==> src/rtl/debounce_pkg.sv <==
// Shared types for the debounce bank: per-channel FSM state encoding.
package debounce_pkg;

    typedef enum logic [1:0] {
        IDLE   = 2'd0,
        ARM_HI = 2'd1,
        HIGH   = 2'd2,
        ARM_LO = 2'd3
    } db_state_e;

    // Debounced level implied by a state.
    function automatic logic state_is_high(input db_state_e s);
        return (s == HIGH) || (s == ARM_LO);
    endfunction

endpackage

==> src/rtl/debounce_channel.sv <==
// Single debounce channel: 2-flop synchroniser, stability FSM with tick-gated
// saturating counter, registered level and edge strobes.
module debounce_channel
    import debounce_pkg::*;
#(
    parameter int unsigned CNT_W = 20
) (
    input  logic             clk,
    input  logic             rst,
    input  logic             din,
    input  logic             tick,
    input  logic [CNT_W-1:0] db_cycles,
    output logic             debounced,
    output logic             rise_pulse,
    output logic             fall_pulse,
    output logic             debounced_c
);

    logic             sync1_q, sync2_q;
    db_state_e        state_q, state_d;
    logic [CNT_W-1:0] cnt_q, cnt_d;
    logic [CNT_W-1:0] cnt_inc;
    logic [CNT_W-1:0] d_eff;
    logic             debounced_q, debounced_d;
    logic             rise_q, rise_d;
    logic             fall_q, fall_d;

    always_ff @(posedge clk or posedge rst) begin
        if (rst) begin
            sync1_q <= 1'b0;
            sync2_q <= 1'b0;
        end else begin
            sync1_q <= din;
            sync2_q <= sync1_q;
        end
    end

    // A zero threshold would make the ARM states meaningless; treat it as 1.
    assign d_eff   = (db_cycles == '0) ? CNT_W'(1) : db_cycles;
    assign cnt_inc = (tick && (cnt_q != '1)) ? cnt_q + CNT_W'(1) : cnt_q;

    always_comb begin
        state_d = state_q;
        cnt_d   = cnt_q;
        unique case (state_q)
            IDLE: begin
                if (sync2_q) begin
                    state_d = ARM_HI;
                    cnt_d   = '0;
                end
            end
            ARM_HI: begin
                if (!sync2_q)            state_d = IDLE;
                else if (cnt_q >= d_eff) state_d = HIGH;
                else                     cnt_d   = cnt_inc;
            end
            HIGH: begin
                if (!sync2_q) begin
                    state_d = ARM_LO;
                    cnt_d   = '0;
                end
            end
            ARM_LO: begin
                if (sync2_q)             state_d = HIGH;
                else if (cnt_q >= d_eff) state_d = IDLE;
                else                     cnt_d   = cnt_inc;
            end
            default: state_d = IDLE;
        endcase
        debounced_d = state_is_high(state_d);
        rise_d      = (state_q == ARM_HI) && (state_d == HIGH);
        fall_d      = (state_q == ARM_LO) && (state_d == IDLE);
    end

    always_ff @(posedge clk or posedge rst) begin
        if (rst) begin
            state_q     <= IDLE;
            cnt_q       <= '0;
            debounced_q <= 1'b0;
            rise_q      <= 1'b0;
            fall_q      <= 1'b0;
        end else begin
            state_q     <= state_d;
            cnt_q       <= cnt_d;
            debounced_q <= debounced_d;
            rise_q      <= rise_d;
            fall_q      <= fall_d;
        end
    end

    assign debounced   = debounced_q;
    assign rise_pulse  = rise_q;
    assign fall_pulse  = fall_q;
    assign debounced_c = debounced_d;

endmodule

==> src/rtl/debounce_bank.sv <==
// Bank of independent debounce channels with optional input inversion and a
// registered any-active flag aligned with the debounced outputs.
module debounce_bank
    import debounce_pkg::*;
#(
    parameter int unsigned CHANNELS   = 4,
    parameter int unsigned CNT_W      = 20,
    parameter int unsigned ACTIVE_LOW = 0
) (
    input  logic                clk,
    input  logic                rst,
    input  logic [CHANNELS-1:0] noisy,
    input  logic                tick,
    input  logic [CNT_W-1:0]    db_cycles,
    output logic [CHANNELS-1:0] debounced,
    output logic [CHANNELS-1:0] rise_pulse,
    output logic [CHANNELS-1:0] fall_pulse,
    output logic                any_active
);

    logic [CHANNELS-1:0] noisy_in;
    logic [CHANNELS-1:0] debounced_c;
    logic                any_active_q, any_active_d;

    assign noisy_in = (ACTIVE_LOW != 0) ? ~noisy : noisy;

    for (genvar i = 0; i < int'(CHANNELS); i++) begin : g_ch
        debounce_channel #(.CNT_W(CNT_W)) u_ch (
            .clk         (clk),
            .rst         (rst),
            .din         (noisy_in[i]),
            .tick        (tick),
            .db_cycles   (db_cycles),
            .debounced   (debounced[i]),
            .rise_pulse  (rise_pulse[i]),
            .fall_pulse  (fall_pulse[i]),
            .debounced_c (debounced_c[i])
        );
    end

    // Built from next-state levels so it changes in the same cycle as debounced.
    assign any_active_d = |debounced_c;

    always_ff @(posedge clk or posedge rst) begin
        if (rst) any_active_q <= 1'b0;
        else     any_active_q <= any_active_d;
    end

    assign any_active = any_active_q;

endmodule

==> config.mk <==
export PLATFORM = sky130hd
export DESIGN_NAME = debounce_bank
export DESIGN_NICKNAME = d
export VERILOG_FILES = /design/src/rtl/debounce_pkg.sv /design/src/rtl/debounce_channel.sv /design/src/rtl/debounce_bank.sv
export SDC_FILE = /design/constraint.sdc
export NUM_CORES = 1
export LEC_CHECK = 0
export ABC_AREA = 1
export CAP_MARGIN = 40
export CORE_ASPECT_RATIO = 1.75
export CORE_MARGIN = 3
export CORE_UTILIZATION = 54
export DETAILED_ROUTE_END_ITERATION = 16
export PLACE_DENSITY_LB_ADDON = 0.08
export SLEW_MARGIN = 20
export SYNTH_ARGS = -nofsm -noshare
export SYNTH_HDL_FRONTEND = slang
export SYNTH_SLANG_ARGS = --single-unit
export TNS_END_PERCENT = 10
==> constraint.sdc <==
create_clock -name clk -period 7.18 [get_ports clk]
set_input_delay 1.436 -clock clk [delete_from_list [all_inputs] [get_ports clk]]
set_output_delay 1.436 -clock clk [all_outputs]
set_load 0.02 [all_outputs]
* Yosys cells after proc, flatten, opt, wreduce, memory -nomap -nowiden
Index checks and enable logic that the tools add are counted.
** Word-level totals
- Register bits :: 109
- Input port bits :: 27
- Output and inout bits :: 13
** Operators by class
- Add/sub/neg operators :: 4
- Magnitude comparators :: 4
- Equality and inequality tests :: 40
- Muxes and demuxes :: 57
- Reduce and logical (&&, ||, !) cells :: 30
** Operator list (number)
- 2-to-1 mux 20 bit :: 25
- one-hot mux 20 bit (4 select lines) :: 4
- adder 20 x 1 -> 20 bit (second input constant) :: 4
- greater-or-equal comparator 20 bit :: 4
- inequality test 20 bit (second input constant) :: 4
- 2-to-1 mux 2 bit :: 24
- equality test 2 bit (second input constant) :: 16
- one-hot mux 2 bit (4 select lines) :: 4
- logical NOT 20 bit :: 1
- logical NOT 2 bit :: 8
- inequality test 2 x 1 -> 1 bit (second input constant) :: 8
- inequality test 2 bit (second input constant) :: 8
- AND reduction 4 bit :: 4
- logical AND 1 bit :: 12
- equality test 2 x 1 -> 1 bit (second input constant) :: 4
- logical OR 1 bit :: 4
- OR reduction 4 bit :: 1

* Logic depth before layout (Yosys ltp)
Gate-level depths: netlist of the first run.
- Depth after elaboration :: 9
- Mapped depth :: 17
- Gate-level depth less buffers :: 17

* Hierarchy
From an unflattened synthesis of the first run, not the netlist that was laid out.
** Unflattened totals
- Cell total of the unflattened synthesis :: 1342
- Area total of the unflattened synthesis :: 8956.1 sq um
** Modules (own cells, without submodules)
- debounce_channel (g_ch[0].u_ch ...) :: times used 2, cells an instance 334, area an instance 2227.1 sq um
- debounce_channel (g_ch[3].u_ch) :: times used 1, cells an instance 335, area an instance 2240.9 sq um
- debounce_channel (g_ch[1].u_ch) :: times used 1, cells an instance 334, area an instance 2220.9 sq um
- debounce_bank :: times used 1, cells an instance 5, area an instance 40.0 sq um

* Least setup slack after synthesis of the first run
OpenSTA, ideal clock, no wires.
- Path type :: input-to-reg
- From :: in db_cycles[8]
- To :: reg g_ch[1].u_ch.cnt_q[2]
- Library setup time :: 0.118 ns
- Arrival time :: 3.193 ns
- Path slack :: 3.869 ns
- Stages :: 17
- Cells stage by stage :: inv_1 > nand4_1 > nor4_1 > a41o_1 > ha_1 > nand2_1 > nor2_1 > nand2_1 > nor2_1 > nand2_1 > nand4_1 > nand2_1 > nand3_2 > buf_6 > buf_8 > nand2_1 > o21ai_2
** Between the ends
- Cells in the longest elaborated chain, start to end :: 6
- Elaborated cells on any way between the ends :: 7
** RTL lines
- start: declaration :: line debounce_bank.sv:14 : input logic [CNT_W-1:0] db_cycles,
- logical NOT 20 bit :: line debounce_channel.sv:39 : assign d_eff = (db_cycles == '0) ? CNT_W'(1) : db_cycles;
- 2-to-1 mux 20 bit (*) :: line debounce_channel.sv:39
- greater-or-equal comparator 20 bit (*) :: line debounce_channel.sv:54, debounce_channel.sv:65
- 2-to-1 mux 20 bit (*)
- 2-to-1 mux 20 bit (on tied branches)
- one-hot mux 20 bit (4 select lines) (*)
- end signal: assignment :: line debounce_channel.sv:84 : cnt_q <= cnt_d;
- end: declaration :: line debounce_channel.sv:21 : logic [CNT_W-1:0] cnt_q, cnt_d;
Mark *: on every way between the ends. The rest lies on a longest branch, timed or not. The select of a mux whose other input is x is not followed.
A chain may end at the register's enable or synchronous reset.

* Final worst setup path of the first run
- From :: in db_cycles[11]
- To :: reg g_ch[3].u_ch.cnt_q[10]
** Between the ends
- Cells in the longest elaborated chain, start to end :: 6
- Elaborated cells on any way between the ends :: 7
** RTL lines (line)
- logical NOT 20 bit :: debounce_channel.sv:39
- 2-to-1 mux 20 bit (*) :: debounce_channel.sv:39
- greater-or-equal comparator 20 bit (*) :: debounce_channel.sv:54, debounce_channel.sv:65
- 2-to-1 mux 20 bit (*)
- 2-to-1 mux 20 bit (on tied branches)
- one-hot mux 20 bit (4 select lines) (*)
- end signal: assignment :: debounce_channel.sv:84
- end: declaration :: debounce_channel.sv:21
Marked as above.

==> results of run 1 <==
## cell type report
| cell class | instances | area (sq um) | area share [%] |
|---|---|---|---|
| clock buffers | 10 | 239 | 2.64 |
| clock inverters | 5 | 67.6 | 0.746 |
| inverters | 119 | 449 | 4.96 |
| multi-input cells | 905 | 4870 | 53.8 |
| flip-flops and latches | 109 | 2730 | 30.1 |
| well taps | 183 | 229 | 2.53 |
| repair buffers | 45 | 475 | 5.25 |
## worst register-to-register path, cell delays in order, from the launching register on
cell and delay, ps:
dfrtp_1 490, ha_1 240, nand3_1 140, inv_1 110, nand2_1 60, inv_1 70, nand3_1 100, o21ai_0 190
nand2_1 440, nand2_1 690, nand2_1 120, nand2_1 90
## path summary, 6_finish.rpt
path / from / to / slack [ps] / depth (start not counted)
worst max-delay path: db_cycles[11] / g_ch[3].u_ch.cnt_q[10] / 2770 / 16
worst min-delay path: g_ch[3].u_ch.sync1_q / g_ch[3].u_ch.sync2_q / 350 / 0
worst max register to register: g_ch[3].u_ch.cnt_q[1] / g_ch[3].u_ch.cnt_q[10] / 4380 / 11
worst min register to register: g_ch[3].u_ch.sync1_q / g_ch[3].u_ch.sync2_q / 350 / 0
max in group asynchronous: rst / g_ch[1].u_ch.cnt_q[11] / 4710 / 4
min in group asynchronous: rst / g_ch[3].u_ch.sync1_q / 1440 / 2
## state kept, by name, summed over array words and instances (netlist names)
name                  cells
g_ch.u_ch.sync1_q         4
g_ch.u_ch.rise_pulse      4
g_ch.u_ch.state_q         8
any_active                1
g_ch.u_ch.debounced       4
g_ch.u_ch.fall_pulse      4
g_ch.u_ch.sync2_q         4
g_ch.u_ch.cnt_q          80
## report_power, final
part           switching, W  total (W)  internal, W
Clock              0.000240   0.000524     0.000284
Sequential        0.0000593   0.000698     0.000639
Combinational      0.000144   0.000228    0.0000841
Total              0.000444    0.00145      0.00101
## per-layer routing
layer / vias to the layer above / track usage (%) / share of wire, %
li1: 3823 / - / -
met5: - / 0 / 0
met3: 42 / 2.99 / 4.5
met1: 3312 / 32.1 / 42
met4: 0 / 9.75 / 3.0
met2: 174 / 46.4 / 50
## logic make-up after synthesis
logic type	count (synthesis)	synth area share [%]
flops	109	32.9
buf+inv	157	8.33
compound gates	119	8.12
xor+xnor	37	3.91
simple gates	665	34.1
fa+ha+maj	84	12.7
## metrics by stage
step,cell area (sq um),hold WS (ps),total power [W]
after CTS,9040,358,0.00146
after detailed placement,8730,338,0.000938
after floorplan,8290,331,0.000867
after global placement,8690,337,0.000920
final,9060,354,0.00145
after global routing,9060,371,0.00152
## cell usage in the layout, fill, tap and decap left out, types with 2 or more instances in the layout
cell,Yosys,final
a21o_1,4,4
inv_1,118,117
clkbuf_16,0,9
ha_1,84,84
nor2_1,122,122
o21bai_1,3,3
xor2_1,19,19
o21ai_0,57,57
nand3b_1,9,9
nand2_1,368,368
nand4_1,28,28
nand3_2,2,2
o21ai_2,10,10
xnor2_1,18,18
a31o_2,3,3
buf_4,18,3
nor4_1,4,4
nand3_1,85,85
clkdlybuf4s50_1,0,39
nor3_1,20,20
inv_6,0,2
or2_2,26,26
o21ai_1,2,2
dfrtp_1,109,109
a21boi_0,2,2
a21oi_1,36,36
==> impl_metrics.json, run 1 <==
{
  "status": "finished clean",
  "postCtsResizedCells": 0,
  "period_minus_slack_ps": 4410,
  "fin_tns_setup_ps": 0,
  "syn_area_sq_um": 8290,
  "vias_per_cell": 5.34,
  "arrival_ps": 4660,
  "async_flop_share_pct": 100,
  "max_slew.worst_pin.slew_ps": 849,
  "synth_seq_cells": 109,
  "postLayoutCoreUtil_pct": 60.5,
  "synth_largest_area_cell": "dfrtp_1",
  "clock_skew_ps": 10.2,
  "cts_root_buffer": "clkbuf_16",
  "track_usage_pct": 26.1,
  "cts_tree": "built",
  "period_share_pct": 61.5,
  "insertion_delay_ps": 350,
  "path_clk_slew_ps": 80,
  "fp.dieH_um": 170,
  "pin_count": 40,
  "place_ws_ps": 2410,
  "yosysSeqAreaShare_pct": 32.9,
  "stdcell_count": 1376,
  "die_area_sq_um": 16900,
  "initial_core_util_pct": 55.3,
  "slew_violations": 0,
  "ys_dominant_reg_cell": "dfrtp_1",
  "routedWlPerCell_um": 15.2,
  "post-synth-top-count-cell": "nand2_1",
  "leakagePower_nw": 4.48,
  "first_pass_iters": 5,
  "yosysWarnings": 0,
  "powerDensity_nw_per_um2": 160,
  "core_area_sq_um": 15000,
  "worstPathRequired_ps": 7420,
  "antenna_found_initial": 0,
  "fin_nets": 1300,
  "n_fill_cell": 1417,
  "end_kind": "flop",
  "grt_pass1_vias": 7081,
  "setup_viol": 0,
  "post_route_cells_drive_above_1_share_pct": 5.36,
  "synth_top_area_share_pct": 32.9,
  "row_count": 59,
  "io_buffer_count": 39,
  "cp_max_fo": 22,
  "wirelength_um": 20900,
  "synth_edf_count": 0,
  "max_freq_mhz": 227,
  "crit_buf_inv": 4,
  "ctsHoldBuffers": 0,
  "drc": 0,
  "syn_inst": 1171,
  "cts_made_buffers": 9,
  "hold_viol": 0,
  "cts.sinks": 109,
  "min_path_type": "flop to flop",
  "grt_max_degree": 51,
  "avgSynthCellArea_sq_um": 7.08,
  "overflow": 0,
  "ant_nets": 0,
  "cts-htree-levels": 3,
  "synth_fp_nets": 1282,
  "syn_to_final_growth_pct": 9.28,
  "ys_top_cells_by_area": "dfrtp_1 33%, nand2_1 17%, ha_1 13%",
  "setup_slack_ps": 2770,
  "path_delay_family": "simple AND/OR/NAND/NOR gates",
  "crit_chain": "clkdlybuf4s50_1 > inv_1 > nand4_1 > nor4_1 > a41o_1 > ha_1 > inv_1 > a21oi_1 > o21ai_0 > nand2_1 > nand4_1 > a21oi_1 > buf_4 > nand2_1 > nand2_1 > nand2_1",
  "synth_common_cells": "368 x nand2_1, 122 x nor2_1, 118 x inv_1",
  "dieWidth_um": 99.7,
  "cap_viol_max_count": 0,
  "cp_common_cell": "nand2_1",
  "rsz0062_at_grt": "false",
  "synth.distinct_cells": 32,
  "critical-path-max-stage-delay_ps": 440,
  "dp_hpwl_um": 15900,
  "critPathSlowestCell": "nand2_1",
  "postCtsSetupBuffers": 0,
  "drtIter0Drc": 318,
  "irDropWorstVdd_mv": 0.103,
  "clockBufferDepth": 2,
  "diodes": 0,
  "grt_pass1_wl_um": 35100,
  "routabilityCongestion": 0.909,
  "crit_path_start_kind": "input port",
  "via_count": 7351,
  "slew_headroom_pct": 43.4,
  "worstSetupPathType": "input port to flop",
  "place_inst": 1360
}
(Power assumes the default switching activity.)
==> run 2, diff against run 1 <==
clock period = 3.8 ns   (was 7.18 ns; I/O delays follow)
==> run 2 against run 1 <==
Effect of this change:
- total power rose by 83%
- clock-buffer cell count did not move
- flip-flop and latch count did not move
- critical path depth did not move
- critical endpoint is now g_ch[0].u_ch.cnt_q[13]
==> impl_metrics.json, run 2 (synthesized netlist as in run 1, its figures left out) <==
{
  "status": "finished clean",
  "drtIter0Drc": 293,
  "crit_path_start_kind": "input port",
  "vias_per_cell": 5.34,
  "grt_pass1_vias": 7293,
  "final_common_cell": "nand2_1",
  "arrival_ps": 3450,
  "cts_made_buffers": 9,
  "slew_headroom_pct": 48.2,
  "cap_viol_max_count": 0,
  "mostFrequentLayoutCells": "368 x nand2_1, 122 x nor2_1, 117 x inv_1, 109 x dfrtp_1, 85 x nand3_1",
  "cp_max_fo": 40,
  "overflow": 0,
  "hold_viol": 0,
  "max_freq_mhz": 312,
  "cts_root_buffer": "clkbuf_16",
  "dp_hpwl_um": 15700,
  "cts-htree-levels": 3,
  "grt_max_degree": 58,
  "biggestRegsByFlops": "g_ch.u_ch.cnt_q (80), g_ch.u_ch.state_q (8)",
  "clock_skew_ps": 10.7,
  "cts.sinks": 109,
  "n_fill_cell": 1429,
  "track_usage_pct": 25.9,
  "powerDensity_nw_per_um2": 293,
  "row_count": 59,
  "detailed_place.area_sq_um": 8780,
  "period_share_pct": 84.3,
  "postCtsSetupBuffers": 0,
  "io_buffer_count": 39,
  "postLayoutCoreUtil_pct": 60.5,
  "regMostFlops": "g_ch.u_ch.cnt_q",
  "worstSetupPathType": "input port to flop",
  "cts_tree": "built",
  "first_pass_iters": 5,
  "setup_viol": 0,
  "initial_core_util_pct": 55.3,
  "routabilityCongestion": 0.929,
  "final_area_sq_um": 9070,
  "rsz0062_at_grt": "false",
  "postCtsResizedCells": 0,
  "period_minus_slack_ps": 3210,
  "diodes": 0,
  "ctsHoldBuffers": 0,
  "worstPathRequired_ps": 4050,
  "insertion_delay_ps": 350,
  "clockBufferDepth": 2,
  "max_slew.worst_pin.slew_ps": 777,
  "slew_violations": 0,
  "end_kind": "flop",
  "grt_pass1_wl_um": 34900,
  "drc": 0,
  "ant_nets": 0,
  "die_area_sq_um": 16900,
  "syn_to_final_growth_pct": 9.39,
  "stdcell_count": 1383,
  "leakagePower_nw": 4.49,
  "irDropWorstVdd_mv": 0.224,
  "antenna_found_initial": 0,
  "path_clk_slew_ps": 70,
  "fin_tns_setup_ps": 0,
  "dieWidth_um": 99.7,
  "pin_count": 40,
  "via_count": 7386,
  "place_inst": 1367,
  "routedWlPerCell_um": 14.9,
  "wirelength_um": 20600,
  "fin_nets": 1306,
  "holdPathStages": 0,
  "core_area_sq_um": 15000,
  "min_path_type": "flop to flop",
  "rr_worst_depth": 11,
  "largest_register_ffs": 80,
  "post_route_cells_drive_above_1_share_pct": 5.92,
  "fp.dieH_um": 170
}
[run 2: final timing paths]
path | from | end | slack (ps)
min in group asynchronous | rst | g_ch[0].u_ch.debounced | 730
max in group asynchronous | rst | g_ch[1].u_ch.cnt_q[10] | 2360
hold reg to reg | g_ch[0].u_ch.sync1_q | g_ch[0].u_ch.sync2_q | 350
hold / removal | g_ch[0].u_ch.sync1_q | g_ch[0].u_ch.sync2_q | 350
setup reg to reg | g_ch[0].u_ch.cnt_q[11] | g_ch[0].u_ch.cnt_q[13] | 1400
setup / recovery | db_cycles[10] | g_ch[0].u_ch.cnt_q[13] | 590
[run 2: worst max-delay path, cell delays in order]
cell and delay [ps]:
clkdlybuf4s50_1 400, inv_1 80, nand4_1 90, nor4_1 410, a41o_1 340, ha_1 260, nand2_1 60, nor2_1 30
nand2_1 60, nor2_1 40, nand2_1 50, nand4_1 170, nand2_1 160, nand3b_1 90, buf_4 240, o21ai_0 220
[run 2: through the flow]
step | worst slack, ps | power [W] | hold WS [ps]
after floorplan | 166 | 0.00164 | 331
after global placement | 320 | 0.00177 | 337
after detailed placement | 246 | 0.00178 | 336
after CTS | 589 | 0.00269 | 353
after global routing | 325 | 0.00282 | 361
final | 595 | 0.00266 | 351
[run 2: layout make-up]
cell class,count,area [sq um],area share [%]
Sequential cell,109,2730,30.1
Clock buffer,10,239,2.63
Tap cell,183,229,2.52
Inverter,119,449,4.95
Multi-Input combinational cell,905,4870,53.7
Clock inverter,6,46.3,0.510
Timing Repair Buffer,51,505,5.57
[run 2: metal layers]
metal | share of wire, % | global-route usage, % | wire [um] | vias to the layer above
li1 | - | - | - | 3840
met1 | 42 | 31.6 | 8720 | 3307
met2 | 49 | 45.2 | 10100 | 184
met3 | 3.7 | 2.75 | 763 | 55
met4 | 4.6 | 12.2 | 938 | 0
met5 | 0 | 0 | 0 | -
[run 2: where the power goes]
part | switching [W] | internal, W | leakage, nW
combinational | 0.000275 | 0.000154 | 2.91
sequential | 0.000113 | 0.00121 | 1.44
clock | 0.000445 | 0.000467 | 0.135
total | 0.000833 | 0.00183 | 4.49
